--- config.mk ---
export PLATFORM = sky130hd
export DESIGN_NAME = device_mux_n
export DESIGN_NICKNAME = d
export VERILOG_FILES = /design/src/rtl/device_mux_n.sv
export SDC_FILE = /design/constraint.sdc
export NUM_CORES = 1
export LEC_CHECK = 0
export ABC_AREA = 1
export BUFFER_PORTS_ARGS = -buffer_cell sky130_fd_sc_hd__buf_4
export CORE_MARGIN = 8
export CORE_UTILIZATION = 40
export CTS_CLUSTER_SIZE = 10
export DETAILED_ROUTE_END_ITERATION = 12
export PLACE_DENSITY_LB_ADDON = 0.12
export SYNTH_ARGS = -nofsm -noshare
export SYNTH_HDL_FRONTEND = slang
export SYNTH_SLANG_ARGS = --single-unit
--- constraint.sdc ---
create_clock -name clk -period 5.7 [get_ports clk]
set_clock_uncertainty 0.05 [all_clocks]
set_input_delay 0.285 -clock clk [delete_from_list [all_inputs] [get_ports clk]]
set_output_delay 0.285 -clock clk [all_outputs]
set_load 0.05 [all_outputs]
--- src/rtl/device_mux_n.sv ---
// ============================================================================
//  Module      : device_mux_n
//  Description : 68000-style single-master to NUM_SLAVES-slave bus
//                multiplexer with base/mask address decode, registered
//                transfer sequencing, read-data capture, bus-error response
//                for unmapped addresses and a watchdog for silent slaves.
//  Revision    : 1.0  initial release
// ============================================================================
`timescale 1ns/1ps
`default_nettype none

module device_mux_n #(
    parameter int NUM_SLAVES = 4,
    parameter int ADDR_W     = 32,
    parameter int DATA_W     = 16,
    // Slave 0 occupies the rightmost (least significant) field: RAM at 0,
    // then UART and peripheral windows at 0x100000/0x100100/0x100200.
    parameter logic [NUM_SLAVES*ADDR_W-1:0] SLAVE_BASE =
        {32'h00100200, 32'h00100100, 32'h00100000, 32'h00000000},
    parameter logic [NUM_SLAVES*ADDR_W-1:0] SLAVE_MASK =
        {32'hFFFFFF00, 32'hFFFFFF00, 32'hFFFFFF00, 32'hFFF00000},
    parameter int TIMEOUT    = 255
) (
    input  logic                         clk,
    input  logic                         reset,
    input  logic [DATA_W-1:0]            master_write,
    output logic [DATA_W-1:0]            master_read,
    input  logic [ADDR_W-1:0]            master_addr,
    input  logic                         master_uds,
    input  logic                         master_lds,
    output logic                         master_ack,
    output logic                         master_berr,
    input  logic [NUM_SLAVES*DATA_W-1:0] slave_read,
    output logic [DATA_W-1:0]            slave_write,
    output logic [ADDR_W-1:0]            slave_addr,
    output logic [NUM_SLAVES-1:0]        slave_uds,
    output logic [NUM_SLAVES-1:0]        slave_lds,
    input  logic [NUM_SLAVES-1:0]        slave_ack,
    output logic [ADDR_W-1:0]            err_addr
);

    localparam int SEL_W = (NUM_SLAVES > 1) ? $clog2(NUM_SLAVES) : 1;
    // Timer value on the last ACTIVE cycle before the watchdog fires.
    localparam logic [15:0] TIMEOUT_LAST = 16'((TIMEOUT == 0) ? 0 : TIMEOUT - 1);

    typedef enum logic [1:0] {
        ST_IDLE   = 2'd0,
        ST_ACTIVE = 2'd1,
        ST_DONE   = 2'd2
    } state_t;

    state_t              state_q, state_d;
    logic [SEL_W-1:0]    sel_q, sel_d;
    logic [15:0]         timer_q, timer_d;
    logic [DATA_W-1:0]   read_q, read_d;
    logic                ack_q, ack_d;
    logic                berr_q, berr_d;
    logic [ADDR_W-1:0]   err_addr_q, err_addr_d;

    logic                hit_any;
    logic [SEL_W-1:0]    hit_idx;
    logic                sel_ack;
    logic [DATA_W-1:0]   sel_data;
    logic                master_req;

    assign master_req  = master_uds | master_lds;
    assign slave_write = master_write;
    assign slave_addr  = master_addr;
    assign master_read = read_q;
    assign master_ack  = ack_q;
    assign master_berr = berr_q;
    assign err_addr    = err_addr_q;

    // Address decode: scan downward so the lowest matching index wins.
    always_comb begin
        hit_any = 1'b0;
        hit_idx = '0;
        for (int i = NUM_SLAVES - 1; i >= 0; i--) begin
            if ((master_addr & SLAVE_MASK[i*ADDR_W +: ADDR_W]) ==
                (SLAVE_BASE[i*ADDR_W +: ADDR_W] & SLAVE_MASK[i*ADDR_W +: ADDR_W])) begin
                hit_any = 1'b1;
                hit_idx = SEL_W'(i);
            end
        end
    end

    // Pick the ack and read lane of the slave owning the current transfer.
    always_comb begin
        sel_ack  = 1'b0;
        sel_data = '0;
        for (int i = 0; i < NUM_SLAVES; i++) begin
            if (sel_q == SEL_W'(i)) begin
                sel_ack  = slave_ack[i];
                sel_data = slave_read[i*DATA_W +: DATA_W];
            end
        end
    end

    // Forward master byte strobes only to the selected slave, only in ACTIVE.
    always_comb begin
        slave_uds = '0;
        slave_lds = '0;
        if (state_q == ST_ACTIVE) begin
            for (int i = 0; i < NUM_SLAVES; i++) begin
                if (sel_q == SEL_W'(i)) begin
                    slave_uds[i] = master_uds;
                    slave_lds[i] = master_lds;
                end
            end
        end
    end

    // Transfer sequencer: next-state and next-output computation.
    always_comb begin
        state_d    = state_q;
        sel_d      = sel_q;
        timer_d    = timer_q;
        read_d     = read_q;
        ack_d      = ack_q;
        berr_d     = berr_q;
        err_addr_d = err_addr_q;
        case (state_q)
            ST_IDLE: begin
                if (master_req) begin
                    if (hit_any) begin
                        sel_d   = hit_idx;
                        timer_d = '0;
                        state_d = ST_ACTIVE;
                    end else begin
                        berr_d     = 1'b1;
                        err_addr_d = master_addr;
                        state_d    = ST_DONE;
                    end
                end
            end
            ST_ACTIVE: begin
                // A master that drops both strobes has abandoned the cycle;
                // that takes precedence over anything the slave does.
                if (!master_req) begin
                    state_d = ST_IDLE;
                end else if (sel_ack) begin
                    read_d  = sel_data;
                    ack_d   = 1'b1;
                    state_d = ST_DONE;
                end else if ((TIMEOUT != 0) && (timer_q == TIMEOUT_LAST)) begin
                    berr_d     = 1'b1;
                    err_addr_d = master_addr;
                    state_d    = ST_DONE;
                end else begin
                    timer_d = timer_q + 16'd1;
                end
            end
            ST_DONE: begin
                // Hold the response until the master releases its strobes.
                if (!master_req) begin
                    ack_d   = 1'b0;
                    berr_d  = 1'b0;
                    state_d = ST_IDLE;
                end
            end
            default: begin
                state_d = ST_IDLE;
            end
        endcase
    end

    // State and registered outputs, cleared asynchronously by reset.
    always_ff @(posedge clk or posedge reset) begin
        if (reset) begin
            state_q    <= ST_IDLE;
            sel_q      <= '0;
            timer_q    <= '0;
            read_q     <= '0;
            ack_q      <= 1'b0;
            berr_q     <= 1'b0;
            err_addr_q <= '0;
        end else begin
            state_q    <= state_d;
            sel_q      <= sel_d;
            timer_q    <= timer_d;
            read_q     <= read_d;
            ack_q      <= ack_d;
            berr_q     <= berr_d;
            err_addr_q <= err_addr_d;
        end
    end

endmodule

`default_nettype wire

### Word-level counts from Yosys, hierarchy flattened

Cells that the tools add are included.
W data, S select, Z words.

* bits in registers: 70
* bits in latches: 0
* bits in writable memories: 0
* memory bits (read-only): 0
* bits of input ports: 120
* output and inout port bits: 106
* logic and storage cells: 96
* memories kept: 0

* add/sub/neg operators: 1
* $mul: 0
* divide/modulo/power cells: 0
* $lt $le $gt $ge: 0
* eq/ne operators: 19
* shift-type cells: 0
* mux-type cells: 55
* bitwise operators: 1
* reductions and logical operators: 13

Operators with widths (count)
* $mux W32: 5
* $mux W16: 9
* $eq A24 B13 Y1 const B: 3
* $pmux W32 S2: 1
* $logic_not A32 Y1: 1
* $pmux W16 S2: 1
* $mux W1: 24
* $mux W2: 10
* $add A16 B1 Y16 const B: 1
* $eq A16 B8 Y1 const B: 1
* $ne A2 B2 Y1 const B: 8
* $reduce_and A6 Y1: 2
* $reduce_and A3 Y1: 3
* $mux W4: 2
* $reduce_and A7 Y1: 1
* $eq A2 B2 Y1 const B: 3
* $pmux W2 S3: 1
* $eq A2 B1 Y1 const B: 2
* $logic_not A2 Y1: 2
* $ne A4 B3 Y1 const B: 1
* $reduce_and A4 Y1: 1
* $reduce_bool A2 Y1: 2
* $pmux W1 S3: 1
* $reduce_bool A3 Y1: 1
* other kinds (3): 3

### Logic depth before layout (Yosys ltp)

* depth after elaboration: 8
* mapped depth: 13
* gate-level depth less buffers: 11

### Worst setup path after synthesis

Ideal clock, no wire load.

* kind: register to output
* start point: register sel_q[0]
* end point: output slave_lds[2]
* arrival: 1.919 ns
* data required time: 5.365 ns
* slack: 3.446 ns
* stages on the path, launching flop included: 6
* buffers on the path: 2
* path through: dfrtp_1 > buf_2 > nor2_1 > buf_2 > inv_1 > nor2_1

* longest elaborated chain between the ends: 3

Ends and longest elaborated chain
* from (decl): RTL line 53 `logic [SEL_W-1:0] sel_q, sel_d;`
* from (signal assigned): RTL line 179 `sel_q <= sel_d;`
* $eq A2 B2 Y1: RTL line 105 `if (sel_q == SEL_W'(i)) begin`
* $mux W1: RTL line 105
* $mux W4: RTL line 103 `if (state_q == ST_ACTIVE) begin`
* to (decl): RTL line 37 `output logic [NUM_SLAVES-1:0] slave_lds,`

Every way passes these cells.

### Final worst setup path

* start point: register sel_q[0]
* end point: register err_addr_q[22], in the netlist err_addr[22]

* longest elaborated chain between the ends: 7

Ends and longest elaborated chain
* $logic_not A2 Y1: RTL line 92 `if (sel_q == SEL_W'(i)) begin`
* $mux W1 (3 in a row): RTL line 92
* $mux W1 (*): RTL line 92
* $ne A2 B2 Y1 (no source line) (*)
* $reduce_and A6 Y1 (no source line) (*)
* to (signal assigned): RTL line 184 `err_addr_q <= err_addr_d;`
* to (decl): RTL line 58 `logic [ADDR_W-1:0] err_addr_q, err_addr_d;`

Mark *: on every way between the ends. The rest lies on a longest branch, timed or not.
A chain may end at the register's enable or synchronous reset.

==> results.yml <==
status:
  status: "finished, final reports clean"
sta:
  worst_pin_slew_ps: 1159
  fin_tns_setup_ps: 0
  timing.fmax_ghz: 0.3027
  grt_setup_unrepaired: "no"
  layout_setup_ws_ps: 2396
  post-route-period-util: 0.5796
  final-setup-viol-count: 0
  final.min_clock_period_ps: 3304
  drv_slew: 0
  slew_headroom: 0.2257
  hold_viol_final: 0
detailed_routing:
  wirelength_mm: 14.70
  final_antenna_net_count: 0
  drt_iter0_drc: 227
  routed-via-count: 4531
  drc: 0
  drtPass1Iterations: 5
  vias_per_cell: 5.074
  wire_per_inst_um: 16.46
floorplan:
  ios: 226
  die_h_um: 122.1
  row_count: 38
  core_area_sq_mm: 0.01094
  die_w_um: 122.1
  die-area_sq_mm: 0.01491
  initial_core_util: 0.4118
layout:
  nNetsFinal: 870
  drive_above_1_share: 0.3121
  final_cell_area_sq_mm: 0.005988
  antenna_cells: 0
  syn_to_final_growth_pct: 32.98
  fin_cells: 893
synthesis:
  synthesis.nets: 740
  synthDistinctLibCells: 37
  synth_edf_count: 0
  synth_area_leader_cell: "dfrtp_1"
  synthCells: 618
  synth_seq_cells: 70
  ys.flop_type: "dfrtp_1"
  ys_async_sr_fraction: 1.000
  synth_area_leaders: "dfrtp_1 39%, nand2_1 18%, buf_4 8.3%, nand4_1 6.3%, nor2_1 4.9%"
  synth_seq_area_share: 0.3890
  yosys.area.top_type_share: 0.3890
  synth_warnings: 0
  syn-cell-area_sq_mm: 0.004503
  avgSynthCellArea_sq_um: 7.287
cts:
  postCtsSetupBuffers: 0
  cts_buffer_depth: 2
  clock-sinks: 70
  cts_made_buffers: 9
  cts_resized: 0
  clk_pin_slew_ps: 60
  cts_hold_buf: 0
  clk_latency_ps: 340
  root_buffer: "clkbuf_16"
  cts_max_level: 3
  cts_tree: "built"
critical_path:
  crit_chain: "nand2_4, clkinv_2, nand2_2, nand2_4, o21bai_4, nand3_2, nand2_1, nand2_1"
  crit_type: "reg2reg"
  max_stage_delay_ps: 700
  worstPathRequired_ps: 5870
  cp_max_fo: 33
  crit_path_top_delay_cell: "nand3_2"
  start_kind: "flip-flop"
  critPathArrivalTime_ps: 3470
  endpoint_kind: "flip-flop"
place:
  place.port_buffers: 193
  post_dp_cell_area_sq_mm: 0.005633
  gp_congestion: 0.8900
  placed_cells: 877
  pre_cts_slack_ps: 2443
  dp_hpwl_mm: 11.24
global_routing:
  antenna_found_initial: 0
  grtUsageTotal: 0.1942
  gr-total-overflow: 0
  grt_pass1_vias: 4656
  grt_max_degree: 71
  grt_pass1_wl_mm: 23.40
run:
  drv_cap: 0
pwr:
  ir_worst_vdd_uv: 324.2
  power_density_mw_per_mm2: 509.3
  power_leakage_nw: 3.107
min_path:
  hp-class: "in2reg"
-- logic make-up (layout without fill, tap and decap cells) --
family,after synthesis,after routing,synth area share
buffers and inverters,107,242,0.1392
adders and majority gates,2,2,0.005556
and+or+nand+nor,387,387,0.3907
AOI/OAI and AO/OA,45,45,0.06196
xor gates and xnor gates,7,7,0.01362
DFF,70,70,0.3890
-- layout by cell type (no fill, tap or decap), types with 2 or more instances in the layout --
cell	netlist	final
nand2_4	4	4
inv_2	4	5
nand3_1	42	42
bufinv_16	0	3
dfrtp_1	70	70
nand4_1	45	45
nand2_2	2	2
nor2_1	59	59
a211oi_1	2	2
o21ai_0	20	20
buf_4	50	195
nor2_2	2	2
a221oi_1	2	2
clkinv_4	0	2
nor2_8	3	3
o211ai_1	6	6
inv_1	26	25
ha_1	2	2
nor3b_1	3	3
a21oi_1	2	2
xor2_1	6	6
o21ai_1	9	9
nand2_1	220	220
clkbuf_16	0	9
nand3_2	2	2
-- stage by stage --
step / utilization / hold WS (ps) / total power, W
final: 0.5476 / 150.3 / 0.003050
after detailed placement: 0.5151 / 413.1 / 0.002407
after CTS: 0.5476 / 139.1 / 0.003081
after global placement: 0.5151 / 407.3 / 0.002382
after floorplan: - / 383.6 / 0.001945
after global routing: 0.5476 / 150.1 / 0.003227
-- Yosys cell counts (2+ instances only) --
cell type and number:
buf_4 50, a21oi_1 2, nand2_4 4, a211oi_1 2
buf_6 3, dfrtp_1 70, nor2_2 2, clkbuf_1 11
nand2_1 220, nand3_2 2, xor2_1 6, buf_2 11
nor2_1 59, nor2_8 3, o21ai_0 20, ha_1 2
nor3b_1 3, nand3_1 42, o211ai_1 6, nand2_2 2
a221oi_1 2, o21ai_1 9, nand4_1 45, inv_1 26
inv_2 4
-- power by group --
group | switching, W | leakage, nW | total, W | internal, W
clock network | 0.000221 | 0.173 | 0.000664 | 0.000442
registers | 0.000114 | 0.886 | 0.000801 | 0.000687
logic | 0.00115 | 2.05 | 0.00159 | 0.000438
-- cell type report --
| type | count | area [sq um] |
|---|---|---|
| Clock buffer | 10 | 239.0 |
| Clock inverter | 6 | 116.4 |
| Fill cell | 1058 | 4947 |
| Inverter | 31 | 117.6 |
| Multi-Input combinational cell | 441 | 2125 |
| Sequential cell | 70 | 1752 |
| Tap cell | 140 | 175.2 |
| Timing Repair Buffer | 195 | 1464 |
-- sequential cells by signal, indices dropped and copies added, names as in the netlist --
signal and flops:
master_berr 1, state_q 2, err_addr 32, master_ack 1
timer_q 16, sel_q 2, master_read 16
-- worst paths after layout --
path                                               endpoint  cells past startpoint                     start  slack (ps)
worst min register to register     err_addr[11]$_DFFE_PP0P_                      2  err_addr[11]$_DFFE_PP0P_         420
worst min-delay path            master_read[13]$_DFFE_PP0P_                      3            slave_read[61]         150
worst max register to register     err_addr[22]$_DFFE_PP0P_                      8      sel_q[0]$_DFFE_PP0P_        2400
min in group asynchronous          err_addr[12]$_DFFE_PP0P_                      3                     reset         180
worst max-delay path               err_addr[22]$_DFFE_PP0P_                      8      sel_q[0]$_DFFE_PP0P_        2400
max in group asynchronous           err_addr[2]$_DFFE_PP0P_                      3                     reset        4850
-- routing by layer --
layer	global-route usage	vias up	routed length (um)	part of all wire
li1	-	2240	-	-
met1	0.2227	2065	5956	0.41
met2	0.3266	203	6976	0.47
met3	0.06617	23	1477	0.10
met4	0.07768	0	284	0.019
met5	0	-	0	0
-- critical path, delay by kind of cell, from the launching register on --
| family | cells | cell delay [ps] |
|---|---|---|
| buffers and inverters | 1 | 210 |
| DFF | 1 | 690 |
| and+or+nand+nor | 6 | 1550 |
| AOI/OAI and AO/OA | 1 | 670 |
Note: power is estimated with default switching activity, not from simulation.
